File: config.mk
export PLATFORM = sky130hd
export DESIGN_NAME = click_sequence_decoder
export DESIGN_NICKNAME = d
export VERILOG_FILES = /design/src/rtl/click_decoder_pkg.sv /design/src/rtl/click_window_timer.sv /design/src/rtl/click_sequence_decoder.sv
export SDC_FILE = /design/constraint.sdc
export NUM_CORES = 1
export LEC_CHECK = 0
export BUFFER_PORTS_ARGS = -buffer_cell sky130_fd_sc_hd__buf_2
export CAP_MARGIN = 20
export CORE_ASPECT_RATIO = 0.9
export CORE_MARGIN = 3
export CORE_UTILIZATION = 47
export CTS_BUF_LIST = sky130_fd_sc_hd__clkbuf_8
export CTS_CLUSTER_DIAMETER = 50
export CTS_CLUSTER_SIZE = 30
export DETAILED_ROUTE_END_ITERATION = 7
export PLACE_DENSITY = 0.73
export RECOVER_POWER = 100
export SYNTH_ARGS = -nofsm -noshare
export SYNTH_HDL_FRONTEND = slang
export SYNTH_HIERARCHICAL = 1
export SYNTH_SLANG_ARGS = --single-unit
File: constraint.sdc
create_clock -name i_Clock -period 5.4 [get_ports i_Clock]
set_input_delay 0.27 -clock i_Clock [delete_from_list [all_inputs] [get_ports i_Clock]]
set_output_delay 0.27 -clock i_Clock [all_outputs]
set_load 0.01 [all_outputs]
File: src/rtl/click_decoder_pkg.sv
// Shared types, default sizing and width helper for the click sequence decoder.
package click_decoder_pkg;

  typedef enum logic {
    IDLE,
    WINDOW
  } state_t;

  localparam int CLICK_WINDOW_DEF = 4096;
  localparam int MAX_CLICKS_DEF   = 3;

  // Width needed to hold a click count of 0..max_clicks.
  function automatic int cnt_width(input int max_clicks);
    return $clog2(max_clicks + 1);
  endfunction

endpackage

File: src/rtl/click_window_timer.sv
// Silence timer for an open click burst: counts idle cycles and flags the last
// cycle of the window. Synchronous clear restarts the window.
module click_window_timer
  import click_decoder_pkg::*;
#(
  parameter int  CLICK_WINDOW = CLICK_WINDOW_DEF,
  localparam int TMR_W        = $clog2(CLICK_WINDOW)
) (
  input  logic i_Clock,
  input  logic i_Reset_n,
  input  logic i_Clear,
  input  logic i_Enable,
  output logic o_Terminal
);

  logic [TMR_W-1:0] timer;

  always_ff @(posedge i_Clock or negedge i_Reset_n) begin
    if (!i_Reset_n) begin
      timer <= '0;
    end else if (i_Clear) begin
      timer <= '0;
    end else if (i_Enable) begin
      timer <= timer + TMR_W'(1);
    end
  end

  assign o_Terminal = (timer == TMR_W'(CLICK_WINDOW - 1));

endmodule

File: src/rtl/click_sequence_decoder.sv
// Groups debounced release pulses into single/double/triple click bursts.
// Optional CLICK_DECODER_EARLY_EMIT_EN closes a burst as soon as it saturates.
module click_sequence_decoder
  import click_decoder_pkg::*;
#(
  parameter int  CLICK_WINDOW = CLICK_WINDOW_DEF,
  parameter int  MAX_CLICKS   = MAX_CLICKS_DEF,
  localparam int TMR_W        = $clog2(CLICK_WINDOW),
  localparam int CNT_W        = cnt_width(MAX_CLICKS)
) (
  input  logic             i_Clock,
  input  logic             i_Reset_n,
  input  logic             i_Released_Button,
  output logic             o_Click_Valid,
  output logic [CNT_W-1:0] o_Click_Count,
  output logic             o_Busy
);

  state_t           state, state_d;
  logic [CNT_W-1:0] count, count_d;
  logic [CNT_W-1:0] count_inc;
  logic             valid_q, valid_d;
  logic [CNT_W-1:0] click_cnt_q, click_cnt_d;
  logic             tmr_clear;
  logic             tmr_enable;
  logic             tmr_done;
  logic             early_full;

  click_window_timer #(
    .CLICK_WINDOW(CLICK_WINDOW)
  ) u_timer (
    .i_Clock   (i_Clock),
    .i_Reset_n (i_Reset_n),
    .i_Clear   (tmr_clear),
    .i_Enable  (tmr_enable),
    .o_Terminal(tmr_done)
  );

  assign tmr_enable = (state == WINDOW);
  assign count_inc  = (count >= CNT_W'(MAX_CLICKS)) ? count : count + CNT_W'(1);

`ifdef CLICK_DECODER_EARLY_EMIT_EN
  assign early_full = (count == CNT_W'(MAX_CLICKS));
`else
  assign early_full = 1'b0;
`endif

  always_ff @(posedge i_Clock or negedge i_Reset_n) begin
    if (!i_Reset_n) begin
      state       <= IDLE;
      count       <= '0;
      valid_q     <= 1'b0;
      click_cnt_q <= '0;
    end else begin
      state       <= state_d;
      count       <= count_d;
      valid_q     <= valid_d;
      click_cnt_q <= click_cnt_d;
    end
  end

  // A pulse always takes priority over a timeout so no release is ever dropped;
  // a saturated burst (early-emit build) closes first and re-opens on a same-edge pulse.
  always_comb begin
    state_d     = state;
    count_d     = count;
    valid_d     = 1'b0;
    click_cnt_d = '0;
    tmr_clear   = 1'b0;
    case (state)
      IDLE: begin
        tmr_clear = 1'b1;
        if (i_Released_Button) begin
          state_d = WINDOW;
          count_d = CNT_W'(1);
        end
      end
      WINDOW: begin
        if (early_full) begin
          valid_d     = 1'b1;
          click_cnt_d = count;
          tmr_clear   = 1'b1;
          if (i_Released_Button) begin
            count_d = CNT_W'(1);
          end else begin
            state_d = IDLE;
            count_d = '0;
          end
        end else if (i_Released_Button) begin
          count_d   = count_inc;
          tmr_clear = 1'b1;
        end else if (tmr_done) begin
          valid_d     = 1'b1;
          click_cnt_d = count;
          state_d     = IDLE;
          count_d     = '0;
          tmr_clear   = 1'b1;
        end
      end
      default: begin
        state_d   = IDLE;
        count_d   = '0;
        tmr_clear = 1'b1;
      end
    endcase
  end

  assign o_Click_Valid = valid_q;
  assign o_Click_Count = click_cnt_q;
  assign o_Busy        = (state == WINDOW);

endmodule
## After elaboration in Yosys (flattened, before gate mapping)

Cells that the tools add are included.
Widths: inputs -> output; s select.

- Word-level logic and storage cells: 34
- Output and inout port bits: 4
- Bits in registers: 18

- Add/sub/neg operators: 2
- Reductions and logical operators: 2
- Bitwise gates (word level): 1
- Eq/ne operators: 4
- Mux-type cells: 19
- Order comparisons: 1

Operators by type and width:

| operator | number |
|---|---|
| $mux 12 | 2 |
| $mux 2 | 7 |
| $add 12x1->12 const B | 1 |
| $eq 12x12->1 const B | 1 |
| $mux 1 | 7 |
| $pmux 1 s2 | 2 |
| $pmux 2 s2 | 1 |
| $ne 3x2->1 const B | 1 |
| $ne 3x3->1 const B | 1 |
| $reduce_and 3->1 | 1 |
| $add 2x1->2 const B | 1 |
| $ge 2x2->1 const B | 1 |
| $ne 2x2->1 const B | 1 |
| $reduce_bool 2->1 | 1 |
| $not 1->1 | 1 |

## Depth between registers and ports, before layout

Gate-level depths: netlist (run 1).

- Word-level depth: 5
- Mapped depth: 8
- Depth with buffers taken out: 8

## Modules after synthesis

Netlist (run 1), hierarchy kept.

By module, submodules not included:

| module | area each (um^2) | times used | cells an instance |
|---|---|---|---|
| click_window_timer | 598.1 | 1 | 60 |
| click_sequence_decoder | 265.3 | 1 | 21 |

## Least setup slack after synthesis (run 1)

No wires, ideal clock.

- Path kind: register to register
- Start: register u_timer.timer[3]
- End: register u_timer.timer[10]
- Arrival: 2.030 ns
- Setup slack: 3.291 ns
- Buffers on the path: 1
- Stages on the path, launching flop included: 9
- Path through: dfrtp_1 -> nand4_1 -> buf_2 -> nor3_1 -> inv_1 -> nand3b_1 -> o211ai_1 -> or4_1 -> a21oi_1

- Cells in the longest elaborated chain, start to end: 5
- Elaborated cells on any way between the ends: 8
- Those cells by class: add/sub (1); eq/ne (1); mux (5); reduce/logical (1)

Ends and longest elaborated chain:

| element | line | RTL |
|---|---|---|
| from (decl) | click_window_timer.sv:16 | `logic [TMR_W-1:0] timer;` |
| from (signal assigned) | click_window_timer.sv:24 | `timer <= timer + TMR_W'(1);` |
| $eq 12x12->1 (*) | click_window_timer.sv:28 | `assign o_Terminal = (timer == TMR_W'(CLICK_WINDOW - 1));` |
| via tmr_done | click_sequence_decoder.sv:26 | `logic tmr_done;` |
| $mux 1 (*) | click_sequence_decoder.sv:92 | `end else if (tmr_done) begin` |
| $mux 1 (*) | click_sequence_decoder.sv:89 | `end else if (i_Released_Button) begin` |
| $pmux 1 s2 (*) | click_sequence_decoder.sv:70 | `case (state)` |
| via tmr_clear | click_sequence_decoder.sv:24 | `logic tmr_clear;` |
| $mux 12 or $reduce_bool 2->1 (tied branches) | -- |  |

The timed path passes the listed nets; every way through them passes the cells marked *. The select of a mux whose other input is x is not followed.
A chain may end at the register's enable or synchronous reset.

## Worst setup path after layout (run 1)

- Start: register u_timer.timer[3]
- End: register u_timer.timer[11]

Same word-level chain as after synthesis.

==> results.yml, run 1 <==
yosys:
  synth_seq_area_share_pct: 52.2
  synth-adder-area-share_pct: 2.90
  biggest_area_consumer_among_synthesized_cells: "sky130_fd_sc_hd__dfrtp_1"
  synth.net_count: 86
  synth.top_cell.area_share_pct: 52.2
  post_synth.cell_area_avg_sq_um: 10.7
  ys_warn_count: 6
  synthMuxAreaShare_pct: 2.32
  synth-xor-area-share_pct: 4.06
  synth.area.top_cells: "sky130_fd_sc_hd__dfrtp_1, sky130_fd_sc_hd__a21oi_1, sky130_fd_sc_hd__o31ai_1"
  combinational_family_with_the_most_area_after_synthesis: "simple AND/OR/NAND/NOR gates"
  synth_simple_gate_area_share_pct: 18.3
  netlist_instances: 81
  mapped_cell_area_sq_um: 863
  ys_seq_elements: 18
  synth-compound-area-share_pct: 17.8
  synthDistinctLibCells: 30
finish:
  finalInstanceArea_sq_um: 962
  seq_area_sq_um: 450
  antennaDiodeCount: 0
  nets: 95
  flow.area_growth_from_synthesis_pct: 11.4
  multi_input_comb_area_sq_um: 385
  fin_cells: 113
  filler_cell_count: 148
  layout-drive-gt1-share_pct: 5.62
floorplanning:
  ports: 7
  start_util_pct: 50.8
  chipHeight_um: 46.7
  die_footprint_sq_mm: 0.00239
  row_count: 14
  core_area_sq_mm: 0.00170
  die_w_um: 51.2
sta:
  fin_crit_ns: 2.95
  slew_headroom_pct: 39.5
  min_period_over_period_pct: 54.6
  hold_slack_ns: 0.272
  unrepaired_setup_endpoints_after_global_routing: "false"
  total_count_of_hold_check_failures_in_the_final_report: 0
  maxSlewViolCount: 0
  tightestPinTransition_ns: 0.907
  worst_clock_skew_ns: 0.00305
  setup_viol: 0
  maxClockFrequency_mhz: 339
  totalNegativeSetupSlack_ns: 0
critical_path:
  worstSetupStartpointType: "flop"
  rr_worst_depth: 7
  cp_max_fo: 15
  longest_individual_stage_delay_on_the_worst_path_ns: 0.50
  rr_endpoint: "u_timer/timer[11]"
  crit_chain: "nand4_1 -> nor3_1 -> inv_1 -> nand3b_1 -> o2111ai_1 -> or4_1 -> a21oi_1"
  nature_of_the_critical_path_endpoint: "flop"
  crit_path_top_delay_cell: "sky130_fd_sc_hd__or4_1"
  worst-endpoint-required_ns: 5.56
  r2r_start: "u_timer/timer[3]"
  r2r_slack_ns: 2.45
  worstPathArrival_ns: 3.11
  timing_worst_setup_path_type: "flop to flop"
route:
  dr.pass1.iters: 4
  detailed_route_wl_um: 1490
  drtIter0Drc: 11
  dr_total_vias: 604
  detail_route.wl_per_cell_um: 13.2
  postRouteAntennaNets: 0
  drc: 0
  routed_via_density: 5.35
clock_tree:
  cts_buffers: 3
  tritoncts_num_sinks: 18
  cts_root_buffer: "sky130_fd_sc_hd__clkbuf_8"
  cts_tree: "yes"
  cts.clk_slew.worst_paths_ns: 0.06
  post_cts.resized_instances: 0
  clock_latency_ns: 0.25
  cts_setup_buffers: 0
  clockBufferDepth: 2
  total_number_of_h_tree_levels: 1
placement:
  postPlaceCellArea_sq_um: 910
  numPortBuffers: 6
  gpl.final_weighted_congestion: 0.737
  detailedPlacementHpwl_um: 1100
  placed_cells_incl_taps: 108
status:
  status: "finished, final reports clean"
min_path:
  hold-path-cell-count: 2
  worst_hold_path_type: "input port to flop"
  hold_path.startpoint: "i_Released_Button"
  min_to: "o_Busy"
global_route:
  grt.total_usage_pct: 14.5
  number_of_global_route_vias_before_repair: 541
  grt_max_degree: 19
  grt_overflow: 0
  grt_pass1_wl_um: 2480
  antenna_found_initial: 0
pwr:
  worst_ir_drop_vdd_uv: 203
  power_leakage_nw: 0.394
  report.power.total_uw: 314
  pwr_density_cell_mw_per_mm2: 326
flow_run:
  max_cap_violations: 0
## worst max-delay path: cells and delay by family, from the launching register on
family	cells	cell delay, ns
buf+inv	1	0.11
flops	1	0.42
compound gates	2	0.58
simple gates	4	1.75
## per-stage QoR
| stage | setup WS (ns) | utilization, % |
|---|---|---|
| global placement | 2.73 | 53.5 |
| finish | 2.45 | 56.6 |
| detailed placement | 2.55 | 53.5 |
| global route | 2.16 | 56.6 |
| floorplan | 3.29 | - |
| CTS | 2.54 | 57.4 |
## cells in the final DEF (no fill, tap or decap), types with 3 or more instances in the layout
cell type	netlist	routed
sky130_fd_sc_hd__nand2_1	4	4
sky130_fd_sc_hd__dfrtp_1	18	18
sky130_fd_sc_hd__o21ai_0	3	3
sky130_fd_sc_hd__o31ai_1	4	4
sky130_fd_sc_hd__nand3_1	3	3
sky130_fd_sc_hd__nor2_1	5	5
sky130_fd_sc_hd__clkbuf_8	0	4
sky130_fd_sc_hd__or4_1	4	4
sky130_fd_sc_hd__clkbuf_1	1	5
sky130_fd_sc_hd__xor2_1	3	3
sky130_fd_sc_hd__or3_1	3	3
sky130_fd_sc_hd__a21oi_1	7	7
## Yosys cell counts (all sizes together)
library cell,instances
a21bo,1
xnor2,1
o22ai,1
clkbuf,1
xor2,3
o21ai,3
buf,2
a21boi,1
and2,2
ha,2
nand2b,1
o31ai,4
a21oi,7
inv,2
o2111ai,2
nand3b,2
o221a,1
nand2,4
nor2,5
nand3,3
nand4,2
nor3,1
and3b,1
o211ai,1
a21o,1
mux2i,2
dfrtp,18
or4,4
or3,3
## logic make-up after synthesis
kind of cell / Yosys count
adder cells (fa/ha/maj): 2
AND/OR/NAND/NOR: 28
flip-flops: 18
buffers and inverters: 5
AO/OA/AOI/OAI: 22
XOR/XNOR: 4
multiplexers: 2
## state kept, by name, indices dropped and copies added (netlist names)
register	flops
o_Click_Valid	1
count	2
o_Busy	1
u_timer/timer	12
o_Click_Count	2
## how the worst max path moves through the flow
stage,from,endpoint,slack [ns],cells past startpoint
6_report,u_timer/timer[3],u_timer/timer[11],2.45,7
5_1_grt,u_timer/timer[3],u_timer/timer[11],2.16,7
4_1_cts,u_timer/timer[3],u_timer/timer[10],2.54,7
3_5_place_dp,u_timer/timer[3],u_timer/timer[10],2.55,7
3_3_place_gp,u_timer/timer[3],u_timer/timer[10],2.73,7
2_1_floorplan,u_timer/timer[3],u_timer/timer[10],3.29,8
## layout make-up
class | count | share of cell area, %
Clock buffer | 4 | 5.72
Multi-Input combinational cell | 58 | 40.1
Timing Repair Buffer | 7 | 3.51
Sequential cell | 18 | 46.8
Tap cell | 24 | 3.12
Inverter | 2 | 0.780
## metal layers
metal | up-vias | global-route usage [%] | share of wire, %
met4 | 0 | 4.84 | 0.81
li1 | 319 | - | -
met3 | 4 | 5.83 | 3.2
met2 | 7 | 21.1 | 44
met1 | 274 | 19.6 | 52
met5 | - | 0 | 0
## where the power goes
| part | switching (mW) | internal (mW) |
|---|---|---|
| Sequential | 0.0113 | 0.145 |
| Combinational | 0.0251 | 0.0272 |
| Clock | 0.0410 | 0.0647 |
## what timing repair did
action,4_1_cts,5_1_grt
setup endpoints to repair,0,0
hold buffers,1,0
hold endpoints to repair,18,0
Note: power is estimated with default switching activity, not from simulation.
==> run 2, diff against run 1 <==
--- a/config.mk
+++ b/config.mk
@@ -14,7 +14,7 @@
 export CTS_CLUSTER_DIAMETER = 50
 export CTS_CLUSTER_SIZE = 30
 export DETAILED_ROUTE_END_ITERATION = 7
-export PLACE_DENSITY = 0.73
+export PLACE_DENSITY = 0.76
 export RECOVER_POWER = 100
 export SYNTH_ARGS = -nofsm -noshare
 export SYNTH_HDL_FRONTEND = slang
==> constraint.sdc (replaced) <==
create_clock -name i_Clock -period 2.5 [get_ports i_Clock]
set_input_delay 0.125 -clock i_Clock [delete_from_list [all_inputs] [get_ports i_Clock]]
set_output_delay 0.125 -clock i_Clock [all_outputs]
set_load 0.01 [all_outputs]
==> run 2 against run 1 <==
Effect of this change:
- combinational power rose by 100%
- setup slack got worse by 2.2 ns
- flip-flop and latch count did not move
- clock skew fell by 0.0017 ns
- hold slack got worse by 0.13 ns
- die area did not move
- largest power group unchanged
- highest routed layer unchanged
==> results.yml, run 2 (synthesis gave the netlist of run 1 again) <==
finish:
  flow.area_growth_from_synthesis_pct: 14.5
  largest_register: "u_timer/timer"
  largest_register_ffs: 12
  most-common-layout-cells: "sky130_fd_sc_hd__dfrtp_1, sky130_fd_sc_hd__a21oi_1, sky130_fd_sc_hd__clkbuf_1"
  finalInstanceArea_sq_um: 988
  filler_cell_count: 146
  final_core_utilization_pct: 58.2
  layout-drive-gt1-share_pct: 9.68
  antennaDiodeCount: 0
  nets: 100
  most_frequent_standard_cell_in_the_layout_excluding_fill_and_tap_cells: "sky130_fd_sc_hd__dfrtp_1"
global_route:
  grt.total_usage_pct: 15.8
  grt_pass1_wl_um: 2640
  grt_overflow: 0
  antenna_found_initial: 0
  number_of_global_route_vias_before_repair: 573
  grt_max_degree: 19
clock_tree:
  cts.clk_slew.worst_paths_ns: 0.06
  cts_root_buffer: "sky130_fd_sc_hd__clkbuf_8"
  cts_tree: "yes"
  tritoncts_num_sinks: 18
  clockBufferDepth: 2
  total_number_of_h_tree_levels: 1
  cts_buffers: 3
  clock_latency_ns: 0.25
route:
  postRouteAntennaNets: 0
  detail_route.wl_per_cell_um: 14.3
  detailed_route_wl_um: 1680
  dr.pass1.iters: 4
  dr_total_vias: 670
  drc: 0
  drtIter0Drc: 15
  routed_via_density: 5.73
placement:
  gpl.final_weighted_congestion: 0.760
  postPlaceCellArea_sq_um: 932
  detailedPlacementHpwl_um: 1210
  numPortBuffers: 6
pwr:
  p_seq_share_pct: 53.1
  power_leakage_nw: 0.406
  cell_internal_power_uw: 478
  report.power.total_uw: 638
  power_frac_clock_pct: 30.3
  power_switching_uw: 161
  switching_share_pct: 25.1
  worst_ir_drop_vdd_uv: 370
  comb_power_share_pct: 16.5
  pwr_density_cell_mw_per_mm2: 646
sta:
  total_count_of_hold_check_failures_in_the_final_report: 0
  maxSlewViolCount: 0
  totalNegativeSetupSlack_ns: 0
  unrepaired_setup_endpoints_after_global_routing: "false"
  setup_viol: 0
  slew_headroom_pct: 39.9
  maxClockFrequency_mhz: 442
  min_period_over_period_pct: 90.4
  fin_crit_ns: 2.26
  worst_clock_skew_ns: 0.00140
  hold_slack_ns: 0.139
  tightestPinTransition_ns: 0.901
critical_path:
  nature_of_the_critical_path_endpoint: "flop"
  critPathCapture: "u_timer/timer[11]"
  rr_endpoint: "u_timer/timer[11]"
  worstSetupStartpointType: "flop"
  r2r_slack_ns: 0.24
  r2r_start: "u_timer/timer[0]"
  cp_max_fo: 9
  startpoint_of_the_worst_setup_timing_path: "u_timer/timer[0]"
  worstPathArrival_ns: 2.44
  worst-endpoint-required_ns: 2.68
  rr_worst_depth: 8
  timing_worst_setup_path_type: "flop to flop"
floorplanning:
  chipHeight_um: 46.7
  core_area_sq_mm: 0.00170
  die_w_um: 51.2
  die_footprint_sq_mm: 0.00239
  ports: 7
  row_count: 14
  start_util_pct: 50.8
min_path:
  worst_hold_path_type: "input port to flop"
  hold_path.startpoint: "i_Released_Button"
status:
  status: "finished, final reports clean"
flow_run:
  max_cap_violations: 0
## run 2: changes by cell type in the layout (fill, tap and decap cells not counted), sizes merged
| cell | before | now |
|---|---|---|
| buf | 1 | 3 |
| clkbuf | 9 | 11 |
## run 2: final cells by class
cell class                 instances  area (sq um)  area share, %
clock buffer                       3          41.3           4.18
sequential                        18           450           45.6
tap                               24          30.0           3.04
multi-input combinational         58           392           39.6
inverter                           2          7.51          0.759
timing repair buffer              12          67.6           6.84
## run 2: worst max-delay path, stage by stage (launching register included)
cell	delay (ns)
sky130_fd_sc_hd__dfrtp_1	0.39
sky130_fd_sc_hd__ha_1	0.24
sky130_fd_sc_hd__nand3_1	0.09
sky130_fd_sc_hd__nor3_1	0.20
sky130_fd_sc_hd__inv_1	0.09
sky130_fd_sc_hd__nand3b_1	0.23
sky130_fd_sc_hd__o2111ai_2	0.31
sky130_fd_sc_hd__or4_1	0.48
sky130_fd_sc_hd__a21oi_1	0.16
## run 2: how the worst min path moves through the flow
stage                     depth (start not counted)           endpoint
after floorplan                                   0           count[0]
after global placement                            1   u_timer/timer[8]
after detailed placement                          1  u_timer/timer[10]
after CTS                                         2           count[1]
after global routing                              2           count[1]
final                                             2           count[1]
## run 2: power by group through the flow
stage / Combinational, mW / Sequential [mW] / Clock [mW]
3_3_place_gp: 0.0967 / 0.338 / 0
3_5_place_dp: 0.104 / 0.343 / 0
5_1_grt: 0.120 / 0.341 / 0.208
2_1_floorplan: 0.0816 / 0.334 / 0
4_1_cts: 0.105 / 0.337 / 0.201
6_report: 0.106 / 0.339 / 0.194
## run 2: routing by layer
layer  global-route usage (%)  wire length, um  share of wire [%]  up-vias
met4                     8.06               34                2.0        0
met5                        0                0                  0        -
met3                     5.83               91                5.4        6
met1                     21.4              752                 45      310
li1                         -                -                  -      329
met2                     21.9              798                 48       25
## run 2: per-stage QoR
step / instances / setup slack (ns)
floorplan: 81 / 0.391
global placement: 111 / 0.328
detailed placement: 111 / 0.190
CTS: 115 / 0.193
global route: 117 / 0.0768
finish: 117 / 0.239
## run 2: timing repair
item,4_1_cts,5_1_grt
endpoints found under the hold margin,18,0
setup endpoints to repair,0,1
setup buffers,0,2
resized for setup,0,0
hold buffers,1,0
==> run 3, diff against run 2 <==
--- a/config.mk
+++ b/config.mk
@@ -5,6 +5,7 @@
 export SDC_FILE = /design/constraint.sdc
 export NUM_CORES = 1
 export LEC_CHECK = 0
+export ABC_AREA = 1
 export BUFFER_PORTS_ARGS = -buffer_cell sky130_fd_sc_hd__buf_2
 export CAP_MARGIN = 20
 export CORE_ASPECT_RATIO = 0.9
@@ -14,7 +15,7 @@
 export CTS_CLUSTER_DIAMETER = 50
 export CTS_CLUSTER_SIZE = 30
 export DETAILED_ROUTE_END_ITERATION = 7
-export PLACE_DENSITY = 0.76
+export PLACE_DENSITY = 0.75
 export RECOVER_POWER = 100
 export SYNTH_ARGS = -nofsm -noshare
 export SYNTH_HDL_FRONTEND = slang
==> run 3 against run 2 <==
Effect of this change:
- global-route usage is 1.2 points higher
- largest cell class unchanged
- synthesized cell count rose by 38%
- highest routed layer is now met3
- wire length is 8.2% higher
- hold slack worse by 0.0026 ns
- utilization is 0.39 points lower
- via count is 12% higher
==> results.yml, run 3 <==
status:
  status: "finished, final reports clean"
critical_path:
  longest_individual_stage_delay_on_the_worst_path_ns: 0.44
  startpoint_of_the_worst_setup_timing_path: "u_timer/timer[3]"
  nature_of_the_critical_path_endpoint: "flop"
  crit_chain: "nand2_2 -> nor2_1 -> inv_1 -> nor4_1 -> nor2_1 -> nand2_1 -> clkinv_1 -> nand3_1 -> o21ai_0"
  worst_path_most_repeated_cell: "sky130_fd_sc_hd__nor2_1"
  cpLargestDelayFamily: "simple AND/OR/NAND/NOR gates"
  cp_max_fo: 10
  worst-endpoint-required_ns: 2.62
  worstPathArrival_ns: 2.29
  crit_path_top_delay_cell: "sky130_fd_sc_hd__nor4_1"
  r2r_start: "u_timer/timer[3]"
  timing_worst_setup_path_type: "flop to flop"
  worstSetupStartpointType: "flop"
  timing.critical_path.buf_inv: 2
min_path:
  hold_path.startpoint: "i_Released_Button"
  worst_hold_path_type: "input port to flop"
yosys:
  yosys.cell_count.top_type: "sky130_fd_sc_hd__nand2_1"
  synth.cells.most_frequent: "sky130_fd_sc_hd__nand2_1, sky130_fd_sc_hd__dfrtp_1, sky130_fd_sc_hd__inv_1, sky130_fd_sc_hd__nor2_1, sky130_fd_sc_hd__nand3_1"
  synthMuxAreaShare_pct: 0
  async_flop_share_pct: 100
  ys_seq_elements: 18
  synth_simple_gate_area_share_pct: 33.8
  combinational_family_with_the_most_area_after_synthesis: "simple AND/OR/NAND/NOR gates"
  synth_ff_type: "sky130_fd_sc_hd__dfrtp_1"
  netlist_instances: 112
  synth.net_count: 117
  synth.top_cell.area_share_pct: 48.5
  synth_seq_area_share_pct: 48.5
  synth-xor-area-share_pct: 0
  synth-compound-area-share_pct: 7.28
  biggest_area_consumer_among_synthesized_cells: "sky130_fd_sc_hd__dfrtp_1"
  synth-adder-area-share_pct: 2.70
  synth.area.top_cells: "sky130_fd_sc_hd__dfrtp_1, sky130_fd_sc_hd__nand2_1, sky130_fd_sc_hd__inv_1"
  synthDistinctLibCells: 19
  ys_warn_count: 6
  synth_edf_count: 0
  post_synth.cell_area_avg_sq_um: 8.29
  mapped_cell_area_sq_um: 928
placement:
  numPortBuffers: 6
  postPlaceCellArea_sq_um: 988
  gpl.final_weighted_congestion: 0.848
  detailedPlacementHpwl_um: 1320
sta:
  setup_viol: 0
  totalNegativeSetupSlack_ns: 0
  maxSlewViolCount: 0
  slew_headroom_pct: 37.1
  fin_crit_ns: 2.17
  tightestPinTransition_ns: 0.944
  min_period_over_period_pct: 86.9
  total_count_of_hold_check_failures_in_the_final_report: 0
  unrepaired_setup_endpoints_after_global_routing: "false"
  maxClockFrequency_mhz: 460
  worst_clock_skew_ns: 0.00651
finish:
  layout-drive-gt1-share_pct: 9.02
  largest_register: "u_timer/timer"
  largest_register_ffs: 12
  final_core_utilization_pct: 57.8
  finalInstanceArea_sq_mm: 0.00102
  most_frequent_standard_cell_in_the_layout_excluding_fill_and_tap_cells: "sky130_fd_sc_hd__nand2_1"
  most-common-layout-cells: "sky130_fd_sc_hd__nand2_1, sky130_fd_sc_hd__dfrtp_1, sky130_fd_sc_hd__inv_1"
  flow.area_growth_from_synthesis_pct: 10.1
  antennaDiodeCount: 0
  nets: 129
global_route:
  grt_overflow: 0
  grt.total_usage_pct: 16.9
  grt_pass1_wl_um: 3020
  number_of_global_route_vias_before_repair: 690
  grt_max_degree: 19
  antenna_found_initial: 0
pwr:
  power_frac_clock_pct: 33.6
  cell_internal_power_uw: 439
  pwr_density_cell_mw_per_mm2: 566
  p_seq_share_pct: 55.8
  worst_ir_drop_vdd_uv: 345
  power_switching_uw: 140
  power_leakage_nw: 0.505
  switching_share_pct: 24.1
  comb_power_share_pct: 10.7
floorplanning:
  row_count: 14
  core_area_sq_mm: 0.00177
  die_footprint_sq_mm: 0.00255
  start_util_pct: 52.5
  die_w_um: 52.9
  ports: 7
  chipHeight_um: 48.2
clock_tree:
  cts_buffers: 3
  clock_latency_ns: 0.25
  clockBufferDepth: 2
  total_number_of_h_tree_levels: 1
  post_cts.resized_instances: 0
  cts_tree: "yes"
  tritoncts_num_sinks: 18
  cts_root_buffer: "sky130_fd_sc_hd__clkbuf_8"
  cts.clk_slew.worst_paths_ns: 0.06
route:
  postRouteAntennaNets: 0
  dr_total_vias: 753
  drtIter0Drc: 25
  detail_route.wl_per_cell_um: 12.4
  dr.pass1.iters: 4
  detailed_route_wl_um: 1810
  routed_via_density: 5.16
  drc: 0
flow_run:
  max_cap_violations: 0
run 3: cell families (layout without fill, tap and decap cells):
family | after synthesis | after routing
and+or+nand+nor | 60 | 60
adders and majority gates | 2 | 2
buffers and inverters | 19 | 29
DFF | 18 | 18
AOI/OAI and AO/OA | 13 | 13
run 3: through the flow:
step	setup slack (ns)	power (mW)	hold WS, ns	std cells
finish	0.327	0.579	0.137	146
global route	0.145	0.617	0.158	146
CTS	0.448	0.591	0.128	146
detailed placement	0.462	0.391	0.0757	142
global placement	0.549	0.384	0.0743	142
floorplan	0.683	0.369	-0.171	112
run 3: power by group through the flow:
stage               Sequential, mW  Clock (mW)  Combinational [mW]
detailed placement           0.328           0              0.0626
CTS                          0.322       0.204              0.0643
global placement             0.326           0              0.0586
finish                       0.323       0.194              0.0617
global route                 0.326       0.216              0.0755
floorplan                    0.323           0              0.0454
run 3: cell type report:
class	instances	area (sq um)
inverter	19	71.3
fill	170	747
timing repair buffer	7	33.8
clock buffer	3	41.3
multi-input combinational	75	395
sequential	18	450
tap	24	30.0
run 3: final timing paths:
kind,endpoint,slack (ns),cells after the start
setup reg to reg,u_timer/timer[0],0.33,9
setup / recovery,u_timer/timer[0],0.33,9
hold reg to reg,u_timer/timer[1],0.51,2
hold / removal,o_Busy,0.14,3
max in group asynchronous,u_timer/timer[8],1.38,2
min in group asynchronous,o_Click_Valid,0.54,2
run 3: timing repair:
action	in CTS	in global routing
buffers inserted	0	0
setup endpoints to repair	0	0
endpoints found under the hold margin	18	0
hold buffers	1	0
run 3: routing by layer:
layer	up-vias	track usage [%]	routed length [um]
met5	-	0	0
met4	0	1.53	0
met3	0	6.42	80
met2	16	29.0	895
met1	356	21.6	836
li1	381	-	-
run 3: tightest hold or removal path, cell delays in order:
cell and delay (ns):
sky130_fd_sc_hd__buf_2 0.11, sky130_fd_sc_hd__inv_2 0.05, sky130_fd_sc_hd__o21ai_1 0.06
